### src/rtl/pot_adc_pkg.sv
// Shared types and constants for the MCP3008-style SPI ADC reader.
package pot_adc_pkg;

  typedef enum logic [2:0] {
    IDLE,
    SETUP,
    SHIFT,
    HOLD,
    DONE
  } state_t;

  localparam logic [4:0] FRAME_BITS   = 5'd17;
  localparam logic [4:0] CMD_BITS     = 5'd5;
  localparam logic [4:0] NULL_IDX     = 5'd6;
  localparam logic [4:0] DATA_MSB_IDX = 5'd7;
  localparam int         RAW_W        = 10;
  localparam int         AVG_DEPTH    = 4;

  // Command word on MOSI: start, single-ended, then channel MSB first; zero afterwards.
  function automatic logic cmd_bit(input logic [4:0] k, input logic [2:0] ch);
    logic b;
    b = 1'b0;
    if (k < CMD_BITS) begin
      case (k)
        5'd0, 5'd1: b = 1'b1;
        5'd2:       b = ch[2];
        5'd3:       b = ch[1];
        5'd4:       b = ch[0];
        default:    b = 1'b0;
      endcase
    end
    return b;
  endfunction

endpackage

### src/rtl/pot_adc_spi_reader_if.sv
// SPI pins between the reader (master) and the ADC (slave).
interface pot_adc_spi_reader_if;
  logic adc_cs_n;
  logic adc_sclk;
  logic adc_mosi;
  logic adc_miso;

  modport master (output adc_cs_n, output adc_sclk, output adc_mosi, input adc_miso);
  modport slave  (input adc_cs_n, input adc_sclk, input adc_mosi, output adc_miso);
endinterface

### src/rtl/pot_adc_tick_gen.sv
// Divider that pulses tick for one cycle every DIV enabled cycles; counter clears while en=0.
module pot_adc_tick_gen #(
  parameter int DIV = 2
) (
  input  logic clock,
  input  logic reset,
  input  logic en,
  output logic tick
);
  localparam int            CW   = (DIV > 1) ? $clog2(DIV) : 1;
  localparam logic [CW-1:0] LAST = CW'(DIV - 1);

  logic [CW-1:0] cnt;

  always_ff @(posedge clock) begin
    if (reset || !en) begin
      cnt <= '0;
    end else if (cnt == LAST) begin
      cnt <= '0;
    end else begin
      cnt <= cnt + CW'(1);
    end
  end

  assign tick = en && (cnt == LAST);
endmodule

### src/rtl/pot_adc_spi_reader.sv
// MCP3008-style SPI ADC reader (mode 0 master) delivering pot_value with a valid strobe.
// Define POT_ADC_AVG_EN to output the average of the last four conversions on pot_value.
module pot_adc_spi_reader
  import pot_adc_pkg::*;
#(
  parameter int CLK_HZ    = 27_000_000,
  parameter int SCLK_HZ   = 1_000_000,
  parameter int SAMPLE_HZ = 1_000
) (
  input  logic                 clock,
  input  logic                 reset,
  input  logic                 enable,
  input  logic [2:0]           channel,
  pot_adc_spi_reader_if.master spi,
  output logic [RAW_W-1:0]     raw_value,
  output logic [7:0]           pot_value,
  output logic                 valid,
  output logic                 busy,
  output logic                 null_err,
  output state_t               state_dbg
);
  // HALF must stay >= 3 so the 2-flop MISO synchronizer settles within a low phase.
  localparam int HALF_CALC  = CLK_HZ / (2 * SCLK_HZ);
  localparam int HALF       = (HALF_CALC < 1) ? 1 : HALF_CALC;
  localparam int SAMPLE_DIV = CLK_HZ / SAMPLE_HZ;

  state_t           state, state_next;
  logic             sample_tick, half_tick, half_en;
  logic             start_frame, enter_shift, rise, fall, finish;
  logic             cs_n_q, sclk_q, mosi_q;
  logic [2:0]       ch_q;
  logic [4:0]       k;
  logic             phase;
  logic             guard_ok;
  logic             miso_s1, miso_s2;
  logic [RAW_W-1:0] shreg;
  logic [7:0]       pot_next;

  pot_adc_tick_gen #(.DIV(SAMPLE_DIV)) u_sample_tick (
    .clock(clock), .reset(reset), .en(enable), .tick(sample_tick)
  );

  pot_adc_tick_gen #(.DIV(HALF)) u_half_tick (
    .clock(clock), .reset(reset), .en(half_en), .tick(half_tick)
  );

  always_ff @(posedge clock) begin
    if (reset) state <= IDLE;
    else       state <= state_next;
  end

  // Every timed state leaves on half_tick, so the half counter is back at 0 on each entry.
  always_comb begin
    state_next  = state;
    half_en     = 1'b0;
    start_frame = 1'b0;
    enter_shift = 1'b0;
    rise        = 1'b0;
    fall        = 1'b0;
    finish      = 1'b0;
    case (state)
      IDLE: begin
        half_en = !guard_ok;
        if (sample_tick && guard_ok) begin
          start_frame = 1'b1;
          state_next  = SETUP;
        end
      end
      SETUP: begin
        half_en = 1'b1;
        if (half_tick) begin
          enter_shift = 1'b1;
          state_next  = SHIFT;
        end
      end
      SHIFT: begin
        half_en = 1'b1;
        if (half_tick) begin
          if (!phase) begin
            rise = 1'b1;
          end else begin
            fall = 1'b1;
            if (k == (FRAME_BITS - 5'd1)) state_next = HOLD;
          end
        end
      end
      HOLD: begin
        half_en = 1'b1;
        if (half_tick) state_next = DONE;
      end
      DONE: begin
        finish     = 1'b1;
        state_next = IDLE;
      end
      default: state_next = IDLE;
    endcase
  end

`ifdef POT_ADC_AVG_EN
  // The three previous conversions; the fourth sample of the average is shreg itself.
  logic [RAW_W-1:0] hist [AVG_DEPTH-1];
  logic [RAW_W+1:0] avg_sum;

  always_comb begin
    avg_sum = (RAW_W + 2)'(shreg);
    for (int i = 0; i < AVG_DEPTH - 1; i++) avg_sum = avg_sum + (RAW_W + 2)'(hist[i]);
  end

  always_ff @(posedge clock) begin
    if (reset) begin
      for (int i = 0; i < AVG_DEPTH - 1; i++) hist[i] <= '0;
    end else if (finish) begin
      hist[0] <= shreg;
      for (int i = 1; i < AVG_DEPTH - 1; i++) hist[i] <= hist[i-1];
    end
  end

  assign pot_next = avg_sum[RAW_W+1:4];
`else
  assign pot_next = shreg[RAW_W-1:2];
`endif

  // valid is a one-cycle strobe with no ready: raw_value/pot_value change in that cycle
  // and hold until the next strobe, so the consumer never needs to acknowledge.
  always_ff @(posedge clock) begin
    if (reset) begin
      cs_n_q    <= 1'b1;
      sclk_q    <= 1'b0;
      mosi_q    <= 1'b0;
      ch_q      <= '0;
      k         <= '0;
      phase     <= 1'b0;
      guard_ok  <= 1'b1;
      miso_s1   <= 1'b0;
      miso_s2   <= 1'b0;
      shreg     <= '0;
      raw_value <= '0;
      pot_value <= '0;
      valid     <= 1'b0;
      busy      <= 1'b0;
      null_err  <= 1'b0;
    end else begin
      miso_s1 <= spi.adc_miso;
      miso_s2 <= miso_s1;
      valid   <= 1'b0;
      if (state == IDLE && half_tick) guard_ok <= 1'b1;
      if (start_frame) begin
        ch_q   <= channel;
        cs_n_q <= 1'b0;
        busy   <= 1'b1;
        shreg  <= '0;
      end
      if (enter_shift) begin
        k      <= '0;
        phase  <= 1'b0;
        mosi_q <= cmd_bit(5'd0, ch_q);
      end
      if (rise) begin
        sclk_q <= 1'b1;
        phase  <= 1'b1;
        if (k == NULL_IDX && miso_s2) null_err <= 1'b1;
        if (k >= DATA_MSB_IDX) shreg <= {shreg[RAW_W-2:0], miso_s2};
      end
      if (fall) begin
        sclk_q <= 1'b0;
        phase  <= 1'b0;
        k      <= k + 5'd1;
        mosi_q <= cmd_bit(k + 5'd1, ch_q);
      end
      if (finish) begin
        cs_n_q    <= 1'b1;
        busy      <= 1'b0;
        valid     <= 1'b1;
        raw_value <= shreg;
        pot_value <= pot_next;
        guard_ok  <= 1'b0;
      end
    end
  end

  assign spi.adc_cs_n = cs_n_q;
  assign spi.adc_sclk = sclk_q;
  assign spi.adc_mosi = mosi_q;
  assign state_dbg    = state;
endmodule

### src/flat_wrapper.sv
// flat-port wrapper written by rule: the top's interface ports become plain ports
module pot_adc_spi_reader_flat import pot_adc_pkg::*;
#(
  parameter int CLK_HZ    = 27_000_000,
  parameter int SCLK_HZ   = 1_000_000,
  parameter int SAMPLE_HZ = 1_000
)
  (clock, reset, enable, channel, raw_value, pot_value, valid, busy, null_err, state_dbg, spi_adc_cs_n, spi_adc_sclk, spi_adc_mosi, spi_adc_miso);
  pot_adc_spi_reader_if spi_i ();
  input  logic clock;
  input  logic reset;
  input  logic enable;
  input  logic [2:0] channel;
  output logic [RAW_W-1:0] raw_value;
  output logic [7:0] pot_value;
  output logic valid;
  output logic busy;
  output logic null_err;
  output state_t state_dbg;
  output wire logic [$bits(spi_i.adc_cs_n)-1:0] spi_adc_cs_n;
  output wire logic [$bits(spi_i.adc_sclk)-1:0] spi_adc_sclk;
  output wire logic [$bits(spi_i.adc_mosi)-1:0] spi_adc_mosi;
  input wire logic [$bits(spi_i.adc_miso)-1:0] spi_adc_miso;
  assign spi_adc_cs_n = spi_i.adc_cs_n;
  assign spi_adc_sclk = spi_i.adc_sclk;
  assign spi_adc_mosi = spi_i.adc_mosi;
  assign spi_i.adc_miso = spi_adc_miso;
  pot_adc_spi_reader #(.CLK_HZ(CLK_HZ), .SCLK_HZ(SCLK_HZ), .SAMPLE_HZ(SAMPLE_HZ)) u_core (.clock(clock), .reset(reset), .enable(enable), .channel(channel), .spi(spi_i), .raw_value(raw_value), .pot_value(pot_value), .valid(valid), .busy(busy), .null_err(null_err), .state_dbg(state_dbg));
endmodule
### config.mk
export PLATFORM = sky130hd
export DESIGN_NAME = pot_adc_spi_reader_flat
export DESIGN_NICKNAME = d
export VERILOG_FILES = /design/src/rtl/pot_adc_pkg.sv /design/src/rtl/pot_adc_spi_reader_if.sv /design/src/rtl/pot_adc_tick_gen.sv /design/src/rtl/pot_adc_spi_reader.sv /design/src/flat_wrapper.sv
export SDC_FILE = /design/constraint.sdc
export NUM_CORES = 1
export LEC_CHECK = 0
export CAP_MARGIN = 25
export CORE_MARGIN = 5
export CORE_UTILIZATION = 41
export DETAILED_ROUTE_END_ITERATION = 10
export SLEW_MARGIN = 20
export SYNTH_ARGS = -nofsm -noshare
export SYNTH_HDL_FRONTEND = slang
export SYNTH_SLANG_ARGS = --single-unit
### constraint.sdc
create_clock -name clock -period 4.26 [get_ports clock]
set_input_delay 0.852 -clock clock [delete_from_list [all_inputs] [get_ports clock]]
set_output_delay 0.852 -clock clock [all_outputs]
set_load 0.02 [all_outputs]
==> results_dict.tcl <==
set metrics [dict create \
    cts.sinks 60 \
    drc 0 \
    drtIter0Drc 63 \
    synth_area_leaders "dfxtp_1, xnor2_1, nor2_1" \
    final_max_slew_viol_count 0 \
    nets 319 \
    dp_hpwl_um 3651 \
    cp.required_ps 3410 \
    viasPerCell 5.275 \
    rsz0062_at_grt "false" \
    cp_num_buf_inv 1 \
    hp-class "flip-flop to flip-flop" \
    final.period_utilization_pct 60.15 \
    initial_core_util_pct 42.34 \
    multiInputGateArea_sq_um 1346 \
    ys_async_sr_fraction_pct 0 \
    dieArea_sq_um 8277 \
    critPathMaxStageDelay_ps 710 \
    clock_latency_ps 330 \
    synthMuxAreaShare_pct 0 \
    min_path_cells 1 \
    synth-compound-area-share_pct 17.31 \
    cp.arrival_ps 1710 \
    synth_xor_area_share_pct 5.863 \
    synth_edf_count 0 \
    finalSetupViolCount 0 \
    core_area_sq_um 6350 \
    yosysSeqAreaShare_pct 44.67 \
    drive_above_1_share_pct 8.738 \
    worstHoldStart "u_core.miso_s1$_SDFF_PP0_" \
    vias 2036 \
    ctsHoldBuffers 0 \
    synth_nets 294 \
    cts-root-buf "clkbuf_8" \
    r2r_end "u_core.shreg[8]$_SDFF_PP0_" \
    ff2ff_setup_slack_ps 2270 \
    r2r_start "u_core.u_sample_tick.cnt[8]$_SDFF_PP0_" \
    total_power_mw 1.086 \
    globalplace.congestion 0.7888 \
    cp.depth 1 \
    cp-start-kind "flip-flop" \
    clock_skew_ps 7.257 \
    yosys.area.top_type "dfxtp_1" \
    fmax_ghz 0.3902 \
    n_fill_cell 601 \
    post_cts_buffers 0 \
    end_kind "primary output" \
    preCtsSetupSlack_ps 1536 \
    cts_buffers 9 \
    port_buffers 33 \
    crit_slowest_cell "clkdlybuf4s50_1" \
    p_leak_nw 1.101 \
    diodes 0 \
    finalWirelength_um 5241 \
    yosys.area_share.adder_pct 3.723 \
    syn_area_sq_um 2689 \
    syn_avg_cell_area_sq_um 9.637 \
    synth_top_family_by_area "simple AND/OR/NAND/NOR gates" \
    gr-total-overflow 0 \
    dpl_cell_area_sq_um 3015 \
    final_hold_viol_count 0 \
    cap_violations 0 \
    rr_worst_depth 4 \
    io_pins 34 \
    relSlewSlack_pct 39.79 \
    die_w_um 90.98 \
    outcome "completed" \
    crit_type "flip-flop to primary output" \
    cts_buffer_depth 2 \
    cts_tree "done" \
    p_per_area_nw_per_um2 338.5 \
    path_delay_family "buffers and inverters" \
    syn_to_final_growth_pct 19.31 \
    avgRoutedWirePerCell_um 13.58 \
    netlist_instances 279 \
    die_h_um 90.98 \
    grt_usage_pct 13.22 \
    rows 29 \
    grt_pass1_vias 1946 \
    detail-route-antenna-nets 0 \
    place_inst 370 \
    grt_pass1_wl_um 9045 \
    synthSimpleGateAreaFrac_pct 23.17 \
    cts.clk_slew.worst_paths_ps 60 \
    antenna_found_initial 0 \
    worst_pin_slew_ps 903.2 \
    fin_ws_ps 1698 \
    utilization_pct 50.52 \
    synth_cell_types 52 \
    ff_latch_area_sq_um 1201 \
    worstPathCellList "clkdlybuf4s50_1" \
    fin_cells 386 \
    path_max_fanout 15 \
    tns_ps 0 \
    final_area_sq_um 3208 \
    fin_crit_ps 2562 \
    startpoint "u_core.state_dbg[2]$_SDFFE_PP0P_" \
    cts_resized 0 \
    whs_ps 442.8 \
    yosys_warnings 0 \
    synth_top_area_share_pct 44.67 \
    grt_max_degree 22 \
    hold_end "u_core.miso_s2$_SDFF_PP0_" \
    cts_max_level 3 \
    ir_drop_mv 0.2162 \
    ys.flop_type "dfxtp_1" \
    drt_first_pass_iters 4 \
    ys_ff_latch 60 \
]
-- cell families (layout without fill, tap and decap cells) --
kind of cell               Yosys count  count (layout)
DFF                                 60              60
AOI/OAI and AO/OA                   58              58
buffers and inverters               29              59
adders and majority gates            8               8
xor gates and xnor gates            18              18
and+or+nand+nor                    106             106
-- area by class of cell --
cell class | count | share of cell area [%]
clock buffer | 10 | 3.978
clock inverter | 6 | 2.028
multi-input combinational | 190 | 41.97
timing repair buffer | 34 | 10.53
inverter | 9 | 1.053
sequential | 60 | 37.44
tap | 77 | 3.003
-- layout by cell type, fill, tap and decap left out, types with 3 or more instances in the layout --
cell | synthesis | final
a22o_1 | 10 | 10
inv_1 | 9 | 9
clkdlybuf4s50_1 | 0 | 33
dfxtp_1 | 60 | 60
nor2b_1 | 3 | 3
xor2_1 | 5 | 5
nor3_1 | 5 | 5
nor2_1 | 27 | 27
ha_1 | 8 | 8
clkinvlp_4 | 0 | 4
nand3_1 | 9 | 9
o2bb2ai_1 | 9 | 9
a311oi_1 | 3 | 3
xnor2_1 | 13 | 13
clkbuf_8 | 0 | 9
o21ai_0 | 6 | 6
nand4_1 | 8 | 8
nor4_1 | 7 | 7
nand2_1 | 15 | 15
nand2b_1 | 14 | 14
a21oi_1 | 12 | 12
-- synthesized netlist by cell type (2+ instances only) --
master,number
xor2_1,5
nand3_1,9
a41oi_1,2
buf_4,8
and4b_1,2
o31ai_1,2
a21oi_1,12
nor3_1,5
a311oi_1,3
buf_2,2
o21ai_0,6
o2bb2ai_1,9
nand3b_1,2
nor4bb_1,2
ha_1,8
clkbuf_1,9
a22o_1,10
nand2_1,15
nor2b_1,3
nand4_1,8
nor4_1,7
nand2b_1,14
dfxtp_1,60
inv_1,9
xnor2_1,13
a211o_2,2
nor2_1,27
-- metal layers --
metal	wire (um)	track usage (%)
met2	2127	18.69
met5	0	0
met3	239	3.388
met1	2772	18.15
met4	102	7.579
-- sequential cells by signal, summed over array words and instances (netlist names) --
register                  cells
u_core.state_dbg              3
u_core.valid                  1
u_core.shreg                 10
u_core.ch_q                   3
u_core.guard_ok               1
u_core.spi.adc_cs_n           1
u_core.u_sample_tick.cnt     15
u_core.spi.adc_sclk           1
u_core.k                      5
u_core.miso_s1                1
u_core.u_half_tick.cnt        4
u_core.null_err               1
u_core.raw_value              2
u_core.phase                  1
u_core.pot_value              8
u_core.spi.adc_mosi           1
u_core.busy                   1
u_core.miso_s2                1
-- report_power, final --
| part | switching (mW) | total (mW) | leakage, nW | internal [mW] |
|---|---|---|---|---|
| Combinational | 0.0119 | 0.0228 | 0.532 | 0.0109 |
| Clock | 0.228 | 0.497 | 0.0845 | 0.269 |
| Sequential | 0.00274 | 0.566 | 0.484 | 0.563 |
-- how the worst max path moves through the flow --
| stage | to | slack [ps] |
|---|---|---|
| floorplan | u_core.shreg[8]$_SDFF_PP0_ | 2390 |
| global placement | u_core.pot_value[7]$_SDFFE_PP0P_ | 1600 |
| detailed placement | u_core.pot_value[1]$_SDFFE_PP0P_ | 1540 |
| CTS | state_dbg[2] | 1700 |
| global route | state_dbg[2] | 1630 |
| finish | state_dbg[2] | 1700 |
Note: power is estimated with default switching activity, not from simulation.
